### src/rtl/burst_arb_pkg.sv
// Shared types for the burst bus arbiter.
//   arb_state_e : sequencing state of the shared memory port
//   arb_owner_e : which requester owns the outstanding read
//   CMD_READ / CMD_WRITE : encoding of the mem_cmd / p1_cmd bit
package burst_arb_pkg;

  typedef enum logic [1:0] {
    IDLE,
    READ_WAIT,
    WRITE_DATA,
    GAP
  } arb_state_e;

  typedef enum logic {
    OWNER_P0,
    OWNER_P1
  } arb_owner_e;

  localparam logic CMD_READ  = 1'b0;
  localparam logic CMD_WRITE = 1'b1;

endpackage

### src/rtl/burst_arb_grant.sv
// Priority decision between the two requesters plus the port 0 streak count.
// Port 0 normally wins; once it has been granted MAX_P0_STREAK times in a row
// while port 1 was waiting, port 1 is given the next slot.
//   clk, reset : clock and synchronous active-high reset
//   grant_en   : arbiter is idle and may issue a grant this cycle
//   p0_req     : port 0 request
//   p1_req     : port 1 request
//   grant_p0   : port 0 is granted this cycle
//   grant_p1   : port 1 is granted this cycle
module burst_arb_grant
  import burst_arb_pkg::*;
#(
  parameter int MAX_P0_STREAK = 3
) (
  input  logic clk,
  input  logic reset,
  input  logic grant_en,
  input  logic p0_req,
  input  logic p1_req,
  output logic grant_p0,
  output logic grant_p1
);

  localparam int SW = (MAX_P0_STREAK > 0) ? $clog2(MAX_P0_STREAK + 1) : 1;
  localparam logic [SW-1:0] STREAK_MAX = SW'(MAX_P0_STREAK);

  logic [SW-1:0] streak;

  always_comb begin
    grant_p1 = grant_en && p1_req && (!p0_req || (streak == STREAK_MAX));
    grant_p0 = grant_en && p0_req && !grant_p1;
  end

  // Streak only grows while port 1 is actually being held off.
  always_ff @(posedge clk) begin
    if (reset) begin
      streak <= '0;
    end else if (grant_p1) begin
      streak <= '0;
    end else if (grant_p0) begin
      if (!p1_req) begin
        streak <= '0;
      end else if (streak != STREAK_MAX) begin
        streak <= streak + SW'(1);
      end
    end
  end

endmodule

### src/rtl/burst_bus_arbiter.sv
// Shares one burst memory controller port between a high-priority read-only
// video reader (port 0) and a general read/write master (port 1). One command
// is in flight at a time; writes stream from port 1, read beats are steered
// back to the issuing port, stalled reads are abandoned after READ_TIMEOUT.
//   clk, reset          : clock, synchronous active-high reset
//   p0_cmd_en/addr      : port 0 read request (held until p0_cmd_ack)
//   p0_rd_data(_valid)  : read beats returned to port 0
//   p1_cmd_en/cmd/addr  : port 1 request (held until p1_cmd_ack)
//   p1_wr_data/mask     : port 1 write beat; p1_wr_next asks for the next one
//   p1_rd_data(_valid)  : read beats returned to port 1
//   mem_*               : command, write data and read data of the controller
//   timeout_err         : one-cycle pulse when a read is abandoned
module burst_bus_arbiter
  import burst_arb_pkg::*;
#(
  parameter int BURST_BEATS   = 4,
  parameter int CMD_GAP       = 2,
  parameter int READ_TIMEOUT  = 64,
  parameter int MAX_P0_STREAK = 3
) (
  input  logic        clk,
  input  logic        reset,
  input  logic        p0_cmd_en,
  input  logic [20:0] p0_addr,
  output logic        p0_cmd_ack,
  output logic [63:0] p0_rd_data,
  output logic        p0_rd_data_valid,
  input  logic        p1_cmd_en,
  input  logic        p1_cmd,
  input  logic [20:0] p1_addr,
  input  logic [63:0] p1_wr_data,
  input  logic [7:0]  p1_data_mask,
  output logic        p1_cmd_ack,
  output logic        p1_wr_next,
  output logic [63:0] p1_rd_data,
  output logic        p1_rd_data_valid,
  output logic        mem_cmd_en,
  output logic        mem_cmd,
  output logic [20:0] mem_addr,
  output logic [63:0] mem_wr_data,
  output logic [7:0]  mem_data_mask,
  input  logic [63:0] mem_rd_data,
  input  logic        mem_rd_data_valid,
  output logic        timeout_err
);

  localparam int BW = $clog2(BURST_BEATS + 1);
  localparam int TW = $clog2(READ_TIMEOUT + 1);
  localparam int GW = (CMD_GAP > 0) ? $clog2(CMD_GAP + 1) : 1;
  // With no gap configured a finished command drops straight back to IDLE.
  localparam arb_state_e DONE_STATE = arb_state_e'((CMD_GAP == 0) ? IDLE : GAP);

  arb_state_e    state, state_next;
  arb_owner_e    owner, owner_next;
  logic [BW-1:0] beat_cnt, beat_next;
  logic [TW-1:0] timer, timer_next;
  logic [GW-1:0] gap_cnt, gap_next;
  logic          grant_p0, grant_p1;

  burst_arb_grant #(
    .MAX_P0_STREAK(MAX_P0_STREAK)
  ) u_grant (
    .clk     (clk),
    .reset   (reset),
    .grant_en((state == IDLE) && !reset),
    .p0_req  (p0_cmd_en),
    .p1_req  (p1_cmd_en),
    .grant_p0(grant_p0),
    .grant_p1(grant_p1)
  );

  always_ff @(posedge clk) begin
    if (reset) begin
      state    <= IDLE;
      owner    <= OWNER_P0;
      beat_cnt <= '0;
      timer    <= '0;
      gap_cnt  <= '0;
    end else begin
      state    <= state_next;
      owner    <= owner_next;
      beat_cnt <= beat_next;
      timer    <= timer_next;
      gap_cnt  <= gap_next;
    end
  end

  // All outputs are combinational and forced quiet while reset is high, so a
  // reset cycle never shows an ack or a valid beat.
  always_comb begin
    state_next       = state;
    owner_next       = owner;
    beat_next        = beat_cnt;
    timer_next       = timer;
    gap_next         = gap_cnt;
    p0_cmd_ack       = 1'b0;
    p0_rd_data       = '0;
    p0_rd_data_valid = 1'b0;
    p1_cmd_ack       = 1'b0;
    p1_wr_next       = 1'b0;
    p1_rd_data       = '0;
    p1_rd_data_valid = 1'b0;
    mem_cmd_en       = 1'b0;
    mem_cmd          = CMD_READ;
    mem_addr         = '0;
    mem_wr_data      = '0;
    mem_data_mask    = '0;
    timeout_err      = 1'b0;
    if (!reset) begin
      case (state)
        IDLE: begin
          if (grant_p1) begin
            mem_cmd_en = 1'b1;
            mem_cmd    = p1_cmd;
            mem_addr   = p1_addr;
            p1_cmd_ack = 1'b1;
            owner_next = OWNER_P1;
            if (p1_cmd == CMD_WRITE) begin
              // Beat 0 rides along with the command.
              mem_wr_data   = p1_wr_data;
              mem_data_mask = p1_data_mask;
              if (BURST_BEATS > 1) begin
                p1_wr_next = 1'b1;
                state_next = WRITE_DATA;
                beat_next  = BW'(1);
              end else begin
                state_next = DONE_STATE;
              end
            end else begin
              state_next = READ_WAIT;
              beat_next  = '0;
              timer_next = '0;
            end
          end else if (grant_p0) begin
            mem_cmd_en = 1'b1;
            mem_cmd    = CMD_READ;
            mem_addr   = p0_addr;
            p0_cmd_ack = 1'b1;
            owner_next = OWNER_P0;
            state_next = READ_WAIT;
            beat_next  = '0;
            timer_next = '0;
          end
        end
        READ_WAIT: begin
          if (mem_rd_data_valid) begin
            if (owner == OWNER_P0) begin
              p0_rd_data       = mem_rd_data;
              p0_rd_data_valid = 1'b1;
            end else begin
              p1_rd_data       = mem_rd_data;
              p1_rd_data_valid = 1'b1;
            end
            beat_next  = beat_cnt + BW'(1);
            timer_next = '0;
            if (beat_cnt == BW'(BURST_BEATS - 1)) begin
              state_next = DONE_STATE;
            end
          end else if (timer == TW'(READ_TIMEOUT - 1)) begin
            // This idle cycle is the READ_TIMEOUT-th without a beat.
            timeout_err = 1'b1;
            timer_next  = '0;
            state_next  = DONE_STATE;
          end else begin
            timer_next = timer + TW'(1);
          end
        end
        WRITE_DATA: begin
          mem_wr_data   = p1_wr_data;
          mem_data_mask = p1_data_mask;
          if (beat_cnt == BW'(BURST_BEATS - 1)) begin
            beat_next  = '0;
            state_next = DONE_STATE;
          end else begin
            p1_wr_next = 1'b1;
            beat_next  = beat_cnt + BW'(1);
          end
        end
        GAP: begin
          if (gap_cnt == GW'(CMD_GAP - 1)) begin
            gap_next   = '0;
            state_next = IDLE;
          end else begin
            gap_next = gap_cnt + GW'(1);
          end
        end
        default: state_next = IDLE;
      endcase
    end
  end

endmodule

### config.mk
export PLATFORM = sky130hd
export DESIGN_NAME = burst_bus_arbiter
export DESIGN_NICKNAME = d
export VERILOG_FILES = /design/src/rtl/burst_arb_pkg.sv /design/src/rtl/burst_arb_grant.sv /design/src/rtl/burst_bus_arbiter.sv
export SDC_FILE = /design/constraint.sdc
export NUM_CORES = 1
export LEC_CHECK = 0
export ABC_AREA = 1
export BUFFER_PORTS_ARGS = -buffer_cell sky130_fd_sc_hd__buf_2
export CAP_MARGIN = 20
export CORE_AREA = 3 3 160 162
export CTS_BUF_LIST = sky130_fd_sc_hd__clkbuf_16
export DETAILED_ROUTE_END_ITERATION = 10
export DIE_AREA = 0 0 163 165
export PLACE_DENSITY_LB_ADDON = 0.08
export SYNTH_ARGS = -nofsm -noshare
export SYNTH_HDL_FRONTEND = slang
export SYNTH_SLANG_ARGS = --single-unit
export TNS_END_PERCENT = 20
### constraint.sdc
create_clock -name clk -period 2.2 [get_ports clk]
set_input_delay 0.11 -clock clk [delete_from_list [all_inputs] [get_ports clk]]
set_output_delay 0.11 -clock clk [all_outputs]
set_load 0.005 [all_outputs]
==> impl_metrics.tcl, run 1 <==
set metrics [dict create \
    drv_cap 0 \
    wl_met3_mm 1.47 \
    synth_edf_count 0 \
    gp_congestion 0.841 \
    grt_antenna_before_repair 1 \
    clock-root-buffer "clkbuf_16" \
    r2r-start "state[1]" \
    placedCellCount 1275 \
    worst_pin_slew_ps 397 \
    insertion_delay_ps 250 \
    r2r_cells 9 \
    wirelength_mm 19.1 \
    rows 57 \
    setup-tns-final_ps 0 \
    drt-met1-wl_mm 7.29 \
    io_buffers 412 \
    netlist_instances 556 \
    ir_drop_mv 0.375 \
    synth_fp_nets 750 \
    path_cells "inv_2 > ha_4 > inv_2 > nor2_4 > nand4_4 > inv_4 > o21ai_4 > buf_12 > buf_16 > nor2_2 > buf_2" \
    r2r_slack_ps 520 \
    status "complete, no violations" \
    die_x_um 163 \
    leakage_nw 3.88 \
    relSlewSlack 0.735 \
    first_iter_violations 219 \
    cpPeakStageDelay_ps 360 \
    initial_core_util 0.124 \
    cts_made_buffers 3 \
    yosys-mux-area-fraction 0 \
    fillCellCount 2922 \
    io_pins 413 \
    synth_area_um2 3000 \
    ant_nets 0 \
    drive_gt1_frac 0.536 \
    rsz0062_at_grt "false" \
    drcViolationCount 0 \
    path_class "reg -> out" \
    max_freq_mhz 497 \
    routed_via_density 3.51 \
    synth_top_cell_by_area "inv_1" \
    die_area_um2 26900 \
    clk_pin_slew_ps 50 \
    syn-mean-instance-area_um2 5.40 \
    synthSimpleGateAreaFrac 0.445 \
    cp_common_cell "inv_2" \
    timing.rr.end "state[0]" \
    async_flop_share 0 \
    synth_commonest_cells "inv_1, nor2_1, nor2_2, nand2_1, a22o_1" \
    critPathLaunchType "flip-flop" \
    synth_seq_area_share 0.113 \
    skew_ps 1.67 \
    crit_required_ps 2090 \
    min_to "u_grant.streak[1]" \
    cts_tree "yes" \
    hold_start "p1_cmd_en" \
    dr_wl_met2_mm 10.3 \
    hp-class "in -> reg" \
    synth_top_family_by_area "simple AND/OR/NAND/NOR gates" \
    wire_per_inst_um 14.9 \
    cts_hold_buf 0 \
    fin_util 0.226 \
    nets 1151 \
    arrival_ps 1900 \
    ys.flop_type "dfxtp_1" \
    overflow 0 \
    grt_usage 0.127 \
    h-tree-depth 1 \
    instances_no_fill 1281 \
    drtPass1Iterations 4 \
    clkSinkCount 17 \
    hold_path_depth 3 \
    synth_compound_area_frac 0.110 \
    cp_slowest_cell "dfxtp_1" \
    min_period_ps 2010 \
    path_max_fanout 33 \
    grt_pass1_wl_mm 26.4 \
    synth_xor_area_frac 0 \
    ctsLongestPathBuffers 2 \
    power_density_nw_per_um2 524 \
    maxUsedRoutingLayer "met5" \
    vias 4499 \
    ys_types 26 \
    first_global_vias 4159 \
    synth-seq-cells 17 \
    grt_max_degree 65 \
    maxSlewViolCount 0 \
    crit_path_end_kind "output port" \
    hold_viol 0 \
    setup_viol 0 \
    core_area_um2 24200 \
    area_growth_pct 82.7 \
    synth_top_area_share 0.208 \
    synthAdderAreaFrac 0.0417 \
    yosys-top-cells-area "inv_1, nor2_1, nor2_2" \
    die_height_um 165 \
    yosys_warnings 0 \
    hpwl_mm 16.8 \
    yosysMostFrequentCell "inv_1" \
    period_share 0.915 \
]
## layout by cell type (no fill, tap or decap), types with 6 or more instances in the layout
master	n
buf_2	412
inv_1	165
nor2_1	155
nor2_2	68
nand2_1	39
a22o_1	21
dfxtp_1	17
nand3_1	10
a21oi_1	10
o21ai_0	10
ha_1	9
inv_2	6
## cell families after synthesis
| family | after synthesis |
|---|---|
| fa+ha+maj | 10 |
| buf+inv | 197 |
| flops | 17 |
| simple gates | 286 |
| compound gates | 46 |
## worst max-delay path by stage
stage / start / endpoint / slack [ps] / cells past startpoint
after global placement: state[0] / mem_wr_data[49] / 240 / 11
final: state[0] / mem_wr_data[56] / 190 / 11
after CTS: state[1] / p0_rd_data[60] / 70 / 8
after global routing: state[1] / p1_rd_data[59] / 40 / 8
after detailed placement: state[0] / mem_wr_data[50] / 210 / 11
after floorplan: state[0] / mem_wr_data[23] / 610 / 9
## flip-flops by register name, indices dropped and copies added, names as in the netlist
register        flops
beat_cnt            3
u_grant.streak      2
gap_cnt             2
timer               7
owner               1
state               2
## metal layers
metal	global-route usage	up-vias
li1	-	2375
met1	0.148	1952
met2	0.246	164
met3	0.0243	6
met4	0.0119	2
met5	0	-
## area by class of cell
class,count,area (um2),area share
repair buffers,421,2200,0.401
multi-input cells,342,1810,0.330
inverters,172,651,0.119
well taps,324,405,0.0739
flip-flops and latches,17,340,0.0620
clock buffers,3,75.1,0.0137
clock inverters,1,3.75,0.000684
diodes,1,2.50,0.000456
## power by group
part	internal (W)	switching (W)	leakage, nW
logic	0.000846	0.00124	3.70
registers	0.000375	0.0000509	0.138
clock network	0.000242	0.000126	0.0423
total	0.00146	0.00141	3.88
## repair_timing
action	CTS	global route
resized for setup	1	7
endpoints found under the setup margin	48	126
setup buffers	1	0
## critical path, delay by kind of cell (launching register included)
| family | cells | cell delay, ps |
|---|---|---|
| compound gates | 1 | 130 |
| fa+ha+maj | 1 | 180 |
| buf+inv | 6 | 760 |
| flops | 1 | 360 |
| simple gates | 3 | 180 |
## through the flow
stage               power (W)  instance area (um2)  hold WS [ps]  worst slack (ps)
floorplan             0.00170                 3000           267               613
global placement      0.00254                 5370           417               236
detailed placement    0.00248                 5370           421               210
CTS                   0.00288                 5460           203              70.0
global route          0.00319                 5480           218              38.6
finish                0.00287                 5490           203               187
(Power assumes the default switching activity.)
==> run 2, diff against run 1 <==
--- a/config.mk
+++ b/config.mk
@@ -5,14 +5,13 @@
 export SDC_FILE = /design/constraint.sdc
 export NUM_CORES = 1
 export LEC_CHECK = 0
-export ABC_AREA = 1
 export BUFFER_PORTS_ARGS = -buffer_cell sky130_fd_sc_hd__buf_2
 export CAP_MARGIN = 20
-export CORE_AREA = 3 3 160 162
+export CORE_AREA = 3 3 158 160
 export CTS_BUF_LIST = sky130_fd_sc_hd__clkbuf_16
 export DETAILED_ROUTE_END_ITERATION = 10
-export DIE_AREA = 0 0 163 165
-export PLACE_DENSITY_LB_ADDON = 0.08
+export DIE_AREA = 0 0 161 163
+export PLACE_DENSITY = 0.49
 export SYNTH_ARGS = -nofsm -noshare
 export SYNTH_HDL_FRONTEND = slang
 export SYNTH_SLANG_ARGS = --single-unit
==> run 2 against run 1 <==
Effect of this change: power is 22% lower; first-iteration DRC count shrank 27%; clock skew increased by 1.7 ps; sequential share of layout area increased by 0.16 points; non-clock buffer count grew 3; core utilization is 0.078 points higher; die area decreased by 2.4%; cell area fell by 2.6%; maximum frequency down 5.7%; worst hold slack improved by 14 ps; synthesized cell count down 31%; global-route usage up 0.55 points.
==> impl_metrics.tcl, run 2 <==
set metrics [dict create \
    grt_max_degree 73 \
    synth-seq-cells 17 \
    maxUsedRoutingLayer "met4" \
    routed_via_density 3.91 \
    die_height_um 163 \
    clk_pin_slew_ps 50 \
    syn-mean-instance-area_um2 7.11 \
    async_flop_share 0 \
    final_cell_area_um2 5350 \
    hpwl_mm 17.6 \
    wl_met3_mm 1.47 \
    drcViolationCount 0 \
    clkSinkCount 17 \
    h-tree-depth 1 \
    die_x_um 161 \
    synth_area_um2 2740 \
    overflow 0 \
    synth_commonest_cells "and2_1, a22o_1, dfxtp_1, clkbuf_1, nand2_1" \
    fillCellCount 2701 \
    min_period_ps 2130 \
    largest_registers "timer x7, beat_cnt x3" \
    instances_no_fill 1103 \
    netlist_instances 385 \
    skew_ps 3.40 \
    rows 56 \
    r2r_slack_ps 400 \
    relSlewSlack 0.772 \
    die_area_um2 26200 \
    ctsLongestPathBuffers 2 \
    ir_drop_mv 0.235 \
    critPathLaunchType "flip-flop" \
    hold_viol 0 \
    crit_path_end_kind "output port" \
    path_max_fanout 18 \
    synth_edf_count 0 \
    crit_buf_inv 4 \
    max_freq_mhz 469 \
    drv_cap 0 \
    synth_fp_nets 579 \
    setup_viol 0 \
    status "complete, no violations" \
    period_share 0.970 \
    synth_top_area_share 0.460 \
    placedCellCount 1094 \
    cp_top_family "buffers and inverters" \
    vias 4309 \
    cts_made_buffers 3 \
    yosys-top-cells-area "and2_1, dfxtp_1, a22o_1" \
    area_growth_pct 95.3 \
    arrival_ps 2020 \
    drive_gt1_frac 0.570 \
    ant_nets 0 \
    most-common-layout-cells "buf_2, and2_1, a22o_1, dfxtp_1, nand2_1" \
    first_iter_violations 160 \
    leakage_nw 3.21 \
    drt-met1-wl_mm 8.03 \
    grt_usage 0.132 \
    ys_types 50 \
    drtPass1Iterations 4 \
    dr_wl_met2_mm 10.3 \
    final_common_cell "buf_2" \
    first_global_vias 3933 \
    placed_cell_area_um2 5170 \
    insertion_delay_ps 250 \
    io_pins 413 \
    path_class "reg -> out" \
    io_buffers 412 \
    power_density_nw_per_um2 422 \
    largest_register_ffs 7 \
    gp_congestion 0.809 \
    wirelength_mm 19.9 \
    rsz0062_at_grt "true" \
    worst_pin_slew_ps 340 \
    cpPeakStageDelay_ps 430 \
    yosysMostFrequentCell "and2_1" \
    wire_per_inst_um 18.1 \
    grt_pass1_wl_mm 26.3 \
    regMostFlops "timer" \
    ys.flop_type "dfxtp_1" \
    grt_antenna_before_repair 2 \
    core_area_um2 23500 \
    yosys_warnings 0 \
    crit_required_ps 2090 \
    synth_top_cell_by_area "and2_1" \
    clock-root-buffer "clkbuf_16" \
    nets 978 \
    path_cells "inv_2 > ha_1 > and3b_2 > nand3_4 > a21oi_4 > buf_12 > clkbuf_16 > and2_1 > buf_2" \
    fin_util 0.227 \
    maxSlewViolCount 0 \
    cp_slowest_cell "dfxtp_1" \
    synth_seq_area_share 0.124 \
    hp-class "in -> reg" \
    initial_core_util 0.116 \
    cts_tree "yes" \
]
==> run 2: cell count changes in the layout (fill, tap and decap cells not counted), sizes merged, moves of 3 or more <==
cell,previous run,this run
a211oi,0,6
nand2,40,12
nand2b,0,7
nand3,13,8
inv,173,8
nor2b,0,4
and2,0,202
nor3,1,4
nor2,227,5
==> run 2: path summary, 6_finish.rpt <==
check                   start         endpoint  depth (start not counted)
hold reg to reg   beat_cnt[1]      beat_cnt[1]                          2
hold / removal          reset       gap_cnt[0]                          2
setup / recovery     state[0]  mem_wr_data[24]                          9
setup reg to reg     state[0]         state[0]                          6
==> run 2: repair_timing <==
item / 4_1_cts / 5_1_grt
gates resized for setup: 1 / 4
hold endpoints to repair: 0 / 0
hold buffers: 0 / 0
endpoints found under the setup margin: 64 / 136
pin swaps: 0 / 1
buffers inserted: 0 / 1
cloned: 0 / 3
==> run 2: layout make-up <==
class | count | area, um2 | area share
Tap cell | 319 | 399 | 0.0747
Timing Repair Buffer | 424 | 2250 | 0.422
Clock buffer | 3 | 75.1 | 0.0140
Multi-Input combinational cell | 330 | 2240 | 0.419
Antenna cell | 1 | 2.50 | 0.000468
Sequential cell | 17 | 340 | 0.0637
Clock inverter | 1 | 3.75 | 0.000702
Inverter | 8 | 30.0 | 0.00562
==> run 2: cell families (layout without fill, tap and decap cells) <==
group                      count (synthesis)  after routing  synth area share
DFF                                       17             17             0.124
other                                      0              1                 0
adders and majority gates                 10             10            0.0457
xor gates and xnor gates                   1              1           0.00320
buffers and inverters                     38            436            0.0658
and+or+nand+nor                          255            255             0.575
AOI/OAI and AO/OA                         64             64             0.186
==> run 2: metal layers <==
metal  GRT usage  up-vias
met1       0.166     1949
met2       0.249      280
met3      0.0165        6
met4      0.0133        0
met5           0        -
li1            -     2074
==> run 2: metrics by stage <==
stage | setup WS (ps) | hold WS (ps) | total power, W | TNS, ps
after floorplan | 437 | 266 | 0.00112 | 0
after global placement | 228 | 466 | 0.00182 | 0
after detailed placement | 172 | 468 | 0.00181 | 0
after CTS | 35.9 | 224 | 0.00219 | 0
after global routing | -62.4 | 239 | 0.00243 | -623
final | 65.6 | 217 | 0.00225 | 0
==> run 2: report_power, final <==
part	total, W	leakage, nW	switching, W	internal, W
clock	0.000368	0.0423	0.000126	0.000242
combinational	0.00151	3.03	0.000762	0.000748
sequential	0.000376	0.138	0.0000355	0.000341
total	0.00225	3.21	0.000923	0.00133
==> run 3, diff against run 2 <==
--- a/config.mk
+++ b/config.mk
@@ -8,10 +8,11 @@
 export BUFFER_PORTS_ARGS = -buffer_cell sky130_fd_sc_hd__buf_2
 export CAP_MARGIN = 20
 export CORE_AREA = 3 3 158 160
-export CTS_BUF_LIST = sky130_fd_sc_hd__clkbuf_16
+export CTS_BUF_LIST = sky130_fd_sc_hd__clkbuf_8
 export DETAILED_ROUTE_END_ITERATION = 10
 export DIE_AREA = 0 0 161 163
 export PLACE_DENSITY = 0.49
+export SKIP_LAST_GASP = 1
 export SYNTH_ARGS = -nofsm -noshare
 export SYNTH_HDL_FRONTEND = slang
 export SYNTH_SLANG_ARGS = --single-unit
==> run 3 against run 2 <==
Effect of this change: sequential share of layout area grew 0.066 points; flip-flop and latch count is the same; critical endpoint unchanged; non-clock buffer count is the same; worst setup slack gained 27 ps; routed wire length grew 0.17%; power shrank 5.6%.
==> impl_metrics.tcl, run 3 (same netlist as run 2, synthesis figures left out) <==
set metrics [dict create \
    status "complete, no violations" \
    p_int_w 0.00121 \
    leakage_nw 3.20 \
    hold_start "reset" \
    insertion_delay_ps 260 \
    drv_cap 0 \
    clk_pin_slew_ps 70 \
    min_to "gap_cnt[0]" \
    io_pins 413 \
    total_power_w 0.00213 \
    critPathLaunchType "flip-flop" \
    max_freq_mhz 475 \
    final_cell_area_um2 5310 \
    placed_cell_area_um2 5170 \
    largest_registers "timer x7, beat_cnt x3" \
    h-tree-depth 1 \
    io_buffers 412 \
    r2r-start "beat_cnt[0]" \
    p_sw_w 0.000915 \
    nets 978 \
    ctsLongestPathBuffers 2 \
    drtPass1Iterations 4 \
    cts_hold_buf 0 \
    hpwl_mm 17.6 \
    min_period_ps 2110 \
    cts_made_buffers 3 \
    rows 56 \
    die_height_um 163 \
    regMostFlops "timer" \
    setup_viol 0 \
    relSlewSlack 0.772 \
    area_growth_pct 94.1 \
    gp_congestion 0.809 \
    p_seq_frac 0.177 \
    path_class "reg -> out" \
    path_max_fanout 18 \
    clock-root-buffer "clkbuf_8" \
    hold_viol 0 \
    placedCellCount 1094 \
    grt_antenna_before_repair 2 \
    r2r_cells 6 \
    most-common-layout-cells "buf_2, and2_1, a22o_1, dfxtp_1, nand2_1" \
    crit_path_end_kind "output port" \
    power.share.clock 0.114 \
    timing.rr.end "state[1]" \
    ant_nets 0 \
    first_global_vias 3948 \
    die_x_um 161 \
    rsz0062_at_grt "true" \
    grt_max_degree 73 \
    power_density_nw_per_um2 401 \
    ir_drop_mv 0.196 \
    core_area_um2 23500 \
    comb_power_share 0.710 \
    initial_core_util 0.116 \
    wirelength_mm 20.0 \
    drive_gt1_frac 0.570 \
    drcViolationCount 0 \
    grt_pass1_wl_mm 26.4 \
    routed_via_density 3.90 \
    overflow 0 \
    largest_register_ffs 7 \
    grt_usage 0.133 \
    die_area_um2 26200 \
    vias 4305 \
    first_iter_violations 182 \
    worst_pin_slew_ps 340 \
    instances_no_fill 1103 \
    r2r_slack_ps 440 \
    final_common_cell "buf_2" \
    maxSlewViolCount 0 \
    crit_required_ps 2090 \
    clkSinkCount 17 \
    arrival_ps 2000 \
    skew_ps 2.02 \
    period_share 0.958 \
    wire_per_inst_um 18.1 \
    cts_tree "yes" \
    hold_path_depth 2 \
    p_sw_frac 0.430 \
    hp-class "in -> reg" \
]
==> run 3: cell counts in the layout (fill, tap and decap cells not counted) <==
Identical to the previous run, type by type.
==> run 3: per-stage QoR <==
stage | utilization | hold WS, ps | setup slack, ps | TNS [ps]
after floorplan | - | 266 | 437 | 0
after global placement | 0.220 | 466 | 228 | 0
after detailed placement | 0.220 | 468 | 172 | 0
after CTS | 0.222 | 214 | 21.5 | 0
after global routing | 0.226 | 219 | -58.6 | -505
final | 0.226 | 208 | 92.7 | 0
==> run 3: worst max-delay path by stage <==
| stage | start | endpoint | slack (ps) | cells past startpoint |
|---|---|---|---|---|
| after floorplan | state[0] | owner | 440 | 8 |
| after global placement | state[1] | p1_rd_data[5] | 230 | 7 |
| after detailed placement | state[1] | p1_rd_data[2] | 170 | 7 |
| after CTS | state[1] | p1_rd_data[2] | 20 | 7 |
| after global routing | state[1] | p1_rd_data[2] | -60 | 7 |
| final | state[1] | mem_wr_data[24] | 90 | 9 |
==> run 3: worst max-delay path, stage by stage (launching register included) <==
cell	delay (ps)
dfxtp_1	350
inv_2	90
ha_1	160
and3b_2	230
nand3_4	110
a21oi_4	210
buf_12	150
clkbuf_16	170
and2_1	150
buf_2	110
==> run 3: layer usage <==
metal | global-route usage | share of wire
met5 | 0 | 0
met4 | 0.0145 | 0.0072
met3 | 0.0173 | 0.076
met2 | 0.249 | 0.52
met1 | 0.166 | 0.40
==> run 3: power by group through the flow <==
| stage | Combinational (W) | Sequential, W | Clock [W] |
|---|---|---|---|
| floorplan | 0.000754 | 0.000371 | 0 |
| global placement | 0.00144 | 0.000377 | 0 |
| detailed placement | 0.00143 | 0.000379 | 0 |
| CTS | 0.00144 | 0.000373 | 0.000250 |
| global route | 0.00166 | 0.000381 | 0.000263 |
| finish | 0.00151 | 0.000377 | 0.000242 |
==> run 3: layout make-up <==
type	count	area (um2)
diodes	1	2.50
clock buffers	3	41.3
clock inverters	1	3.75
fillers	2707	18200
inverters	8	30.0
multi-input cells	330	2240
flip-flops and latches	17	342
well taps	319	399
repair buffers	424	2250
==> run 3: what timing repair did <==
item | CTS | global route
pin swaps | 0 | 1
buffers inserted | 0 | 1
setup endpoints to repair | 76 | 158
endpoints found under the hold margin | 0 | 0
gates cloned | 0 | 3
gates resized for setup | 1 | 4
